===== src/rtl/delta_sigma_modulator.sv =====
// Delta-sigma modulator: signed PCM in, one pulse-density bit out per clock.
// First- or second-order loop; integrators saturate so an overloaded loop recovers instead of wrapping.
module delta_sigma_modulator #(
  parameter int DATA_W = 16,
  parameter int INT_W  = 20,
  parameter int ORDER  = 2
) (
  input  logic                     clk,
  input  logic                     reset,
  input  logic signed [DATA_W-1:0] data_in,
  output logic                     quant_out
);

  // Two guard bits above INT_W hold the exact three-term sum before clamping.
  localparam int SW = INT_W + 2;
  localparam logic signed [SW-1:0] FS_EXT  = {{(SW-DATA_W){1'b0}}, 1'b1, {(DATA_W-1){1'b0}}};
  localparam logic signed [SW-1:0] SAT_MAX = {3'b000, {(INT_W-1){1'b1}}};
  localparam logic signed [SW-1:0] SAT_MIN = {3'b111, {(INT_W-1){1'b0}}};

  if (ORDER != 1 && ORDER != 2) begin : g_badOrder
    $error("delta_sigma_modulator: ORDER must be 1 or 2");
  end

  if (INT_W < DATA_W + 3) begin : g_badWidth
    $error("delta_sigma_modulator: INT_W must be at least DATA_W+3");
  end

  logic signed [INT_W-1:0] r_i1;
  logic signed [INT_W-1:0] r_i2;
  logic                    r_quant;

  logic signed [SW-1:0]    w_fb;
  logic signed [SW-1:0]    w_dataExt;
  logic signed [SW-1:0]    w_i1Ext;
  logic signed [SW-1:0]    w_i2Ext;
  logic signed [SW-1:0]    w_i1NextExt;
  logic signed [SW-1:0]    w_i1Sum;
  logic signed [SW-1:0]    w_i2Sum;
  logic signed [INT_W-1:0] w_i1Next;
  logic signed [INT_W-1:0] w_i2Next;
  logic                    w_quantNext;

  function automatic logic signed [INT_W-1:0] sat(input logic signed [SW-1:0] v);
    logic signed [SW-1:0] clamped;
    if (v > SAT_MAX)      clamped = SAT_MAX;
    else if (v < SAT_MIN) clamped = SAT_MIN;
    else                  clamped = v;
    return clamped[INT_W-1:0];
  endfunction

  // Feedback comes from the registered bit, so the first edge after reset sees -FS.
  always_comb begin
    w_fb        = r_quant ? FS_EXT : -FS_EXT;
    w_dataExt   = {{(SW-DATA_W){data_in[DATA_W-1]}}, data_in};
    w_i1Ext     = {{2{r_i1[INT_W-1]}}, r_i1};
    w_i2Ext     = {{2{r_i2[INT_W-1]}}, r_i2};
    w_i1Sum     = w_i1Ext + w_dataExt - w_fb;
    w_i1Next    = sat(w_i1Sum);
    w_i1NextExt = {{2{w_i1Next[INT_W-1]}}, w_i1Next};
    w_i2Sum     = w_i2Ext + w_i1NextExt - w_fb;
    w_i2Next    = sat(w_i2Sum);
    w_quantNext = (ORDER == 2) ? ~w_i2Next[INT_W-1] : ~w_i1Next[INT_W-1];
  end

  always_ff @(posedge clk or posedge reset) begin
    if (reset) begin
      r_i1    <= '0;
      r_i2    <= '0;
      r_quant <= 1'b0;
    end else begin
      r_i1    <= w_i1Next;
      r_i2    <= (ORDER == 2) ? w_i2Next : '0;
      r_quant <= w_quantNext;
    end
  end

  assign quant_out = r_quant;

endmodule


===== config.mk =====
export PLATFORM = sky130hd
export DESIGN_NAME = delta_sigma_modulator
export DESIGN_NICKNAME = d
export VERILOG_FILES = /design/src/rtl/delta_sigma_modulator.sv
export SDC_FILE = /design/constraint.sdc
export NUM_CORES = 1
export LEC_CHECK = 0
export ABC_AREA = 1
export CAP_MARGIN = 5
export CORE_MARGIN = 4
export CORE_UTILIZATION = 55
export DETAILED_ROUTE_END_ITERATION = 10
export DONT_BUFFER_PORTS = 1
export GPL_TIMING_DRIVEN = 1
export HOLD_SLACK_MARGIN = 0.12
export PLACE_DENSITY_LB_ADDON = 0.25
export SLEW_MARGIN = 20
export SYNTH_ARGS = -nofsm -noshare
export SYNTH_HDL_FRONTEND = slang
export SYNTH_SLANG_ARGS = --single-unit

===== constraint.sdc =====
create_clock -name clk -period 9.6 [get_ports clk]
set_input_delay 1.44 -clock clk [delete_from_list [all_inputs] [get_ports clk]]
set_output_delay 1.44 -clock clk [all_outputs]
set_load 0.02 [all_outputs]

==> metrics.yaml <==
dr.pass1.iters: 4
dieWidth_um: 101
clk_latency_ns: 0.30
cts_max_level: 2
grt_pass1_wl_mm: 17.3
cts_tree: "yes"
finalHoldViolCount: 0
synth_seq_cells: 41
place_area_um2: 4880
critical_path_required_ns: 9.78
pin_count: 19
avgViaCountPerCell: 5.00
critPathCaptureType: "flop"
synth_nets: 780
yosysWarnings: 0
ys_types: 36
wl_per_cell_um: 12.0
clock-sinks: 41
worstMarginPinSlew_ns: 0.699
core_um2: 8340
final_max_slew_viol_count: 0
synth_area_um2: 4780
layout-drive-gt1-share: 0.106
fmax_mhz: 162
min_period_ns: 6.15
gp_congestion: 0.937
post-route-util: 0.596
rsz0062_at_grt: "no"
rows: 33
track_usage: 0.204
fp.dieH_um: 101
drt_iter0_markers: 124
grt_pass1_vias: 4040
hp-class: "reg2reg"
netlist_instances: 683
die_area_um2: 10300
criticalPathCategory: "in2reg"
status: "complete, no violations"
grt_max_degree: 42
antenna_violating_nets_post_route: 0
vias: 3963
clkTransAtPathRegs_ns: 0.09
slew-limit-headroom: 0.529
clock_skew_ns: 0.0109
cts_setup_buffers: 0
grt_overflow_total: 0
maxCapViolations: 0
numCtsBuffers: 5
cts_buffer_depth: 2
syn2layout_area_growth_pct: 3.97
antenna_cells: 0
finalSetupViolations: 0
hpwlAfterDp_mm: 7.95
port_buffers: 0
crit_path_start_kind: "input port"
initial_core_util: 0.574
critical_path_arrival_ns: 6.34
cts-hold-fix-buffers: 0
cts_resized: 0
syn_avg_cell_area_um2: 7.01
wl_mm: 9.49
final.setup.tns_ns: 0
cts_root_buffer: "clkbuf_8"
drcViolationCount: 0
layout.nets: 783
synth_seq_area_share: 0.214
worstPathMaxFanout: 19
post-route-period-util: 0.641
fin_area_um2: 4970
antenna_found_initial: 0
## routing by layer
metal | GRT usage | up-vias | wire, µm
met3 | 0.0220 | 17 | 242
met4 | 0.0706 | 0 | 190
met5 | 0 | - | 0
met1 | 0.263 | 1787 | 4500
li1 | - | 2099 | -
met2 | 0.355 | 60 | 4560
## final timing paths
| path | start | cells after the start | endpoint | slack, ns |
|---|---|---|---|---|
| max | data_in[15] | 27 | r_i2[17] | 3.45 |
| min | r_i2[0] | 3 | r_i2[0] | 0.58 |
| max reg2reg | quant_out | 27 | r_i2[17] | 3.69 |
| min reg2reg | r_i2[0] | 3 | r_i2[0] | 0.58 |
| max in group asynchronous | reset | 2 | quant_out | 8.10 |
| min in group asynchronous | reset | 2 | r_i1[0] | 1.14 |
## cells by family (layout without fill, tap and decap cells)
| group | count (synthesis) | in the layout | share of synthesized area |
|---|---|---|---|
| and+or+nand+nor | 281 | 281 | 0.279 |
| buffers and inverters | 178 | 182 | 0.145 |
| adders and majority gates | 79 | 79 | 0.219 |
| AOI/OAI and AO/OA | 71 | 71 | 0.0829 |
| DFF | 41 | 41 | 0.214 |
| xor gates and xnor gates | 33 | 33 | 0.0604 |
## cell usage in the layout (no fill, tap or decap), drive strengths merged, types with 15 or more instances in the layout
master and instances:
ha 71, nand2 208, o21ai 16, a21oi 39, xor2 18, inv 174
dfrtp 41, nor2 33, nand3 26, xnor2 15
## cell type report
| class | instances | area [µm²] |
|---|---|---|
| clock buffers | 5 | 68.8 |
| clock inverters | 3 | 25.0 |
| fillers | 793 | 3370 |
| inverters | 173 | 649 |
| multi-input cells | 464 | 3070 |
| flip-flops and latches | 41 | 1030 |
| well taps | 105 | 131 |
| repair buffers | 1 | 7.51 |
## critical path: stages
cell and delay [ns]:
inv_1 0.04, fa_1 0.52, inv_1 0.04, ha_1 0.33, nand2_1 0.11, nor2_1 0.15, nand3_1 0.10, nor2_1 0.11
nand2_1 0.11, nand4_1 0.17, nand2_4 0.10, nand2_8 0.14, inv_1 0.08, o21ai_0 0.30, fa_1 0.49, ha_1 0.39
nand2_1 0.08, nor3_1 0.21, nor3b_1 0.28, nand3_1 0.12, nand3_1 0.13, xor2_1 0.18, inv_1 0.06, nand3_1 0.12
nand3_4 0.27, nand3_1 0.21, nand2_2 0.05
## per-stage QoR
step / cells / hold WS, ns / worst slack, ns
2_1_floorplan: 683 / 0.542 / 3.41
3_3_place_gp: 784 / 0.566 / 3.33
3_5_place_dp: 784 / 0.555 / 3.13
4_1_cts: 792 / 0.579 / 3.43
5_1_grt: 792 / 0.623 / 2.89
6_report: 792 / 0.576 / 3.45
## cell usage after synthesis
cell	instances	area share
nand3_4	1	0.0037
nand2_8	1	0.0042
a21boi_0	1	0.0016
a21oi_1	39	0.041
inv_1	164	0.13
xnor2_1	15	0.027
buf_6	1	0.0024
o221ai_1	1	0.0018
a31oi_1	6	0.0078
xor2_1	18	0.033
o21ai_0	14	0.015
nand2_4	7	0.016
nor2_1	29	0.023
inv_2	9	0.0071
fa_1	8	0.033
nand2_1	170	0.13
nor3_1	2	0.0021
nand4_1	8	0.010
or2_2	1	0.0013
nor3b_1	1	0.0016
buf_12	1	0.0042
o221a_2	1	0.0024
o21bai_1	2	0.0031
nand3_2	9	0.019
nor2_2	4	0.0052
ha_1	71	0.19
o21ai_2	1	0.0018
nand3_1	16	0.017
o21a_1	2	0.0031
nor4_1	2	0.0026
o211ai_1	2	0.0031
o21ai_1	1	0.0010
dfrtp_1	41	0.21
o31ai_1	1	0.0016
clkbuf_1	3	0.0024
nand2_2	30	0.039
## registers in the layout, indices dropped and copies added, names as in the netlist
signal	cells
r_i2	20
quant_out	1
r_i1	20
Power is left out: the tool's default activity adds up to more than one toggle a clock period on the data nets, which glitch-free logic cannot reach.
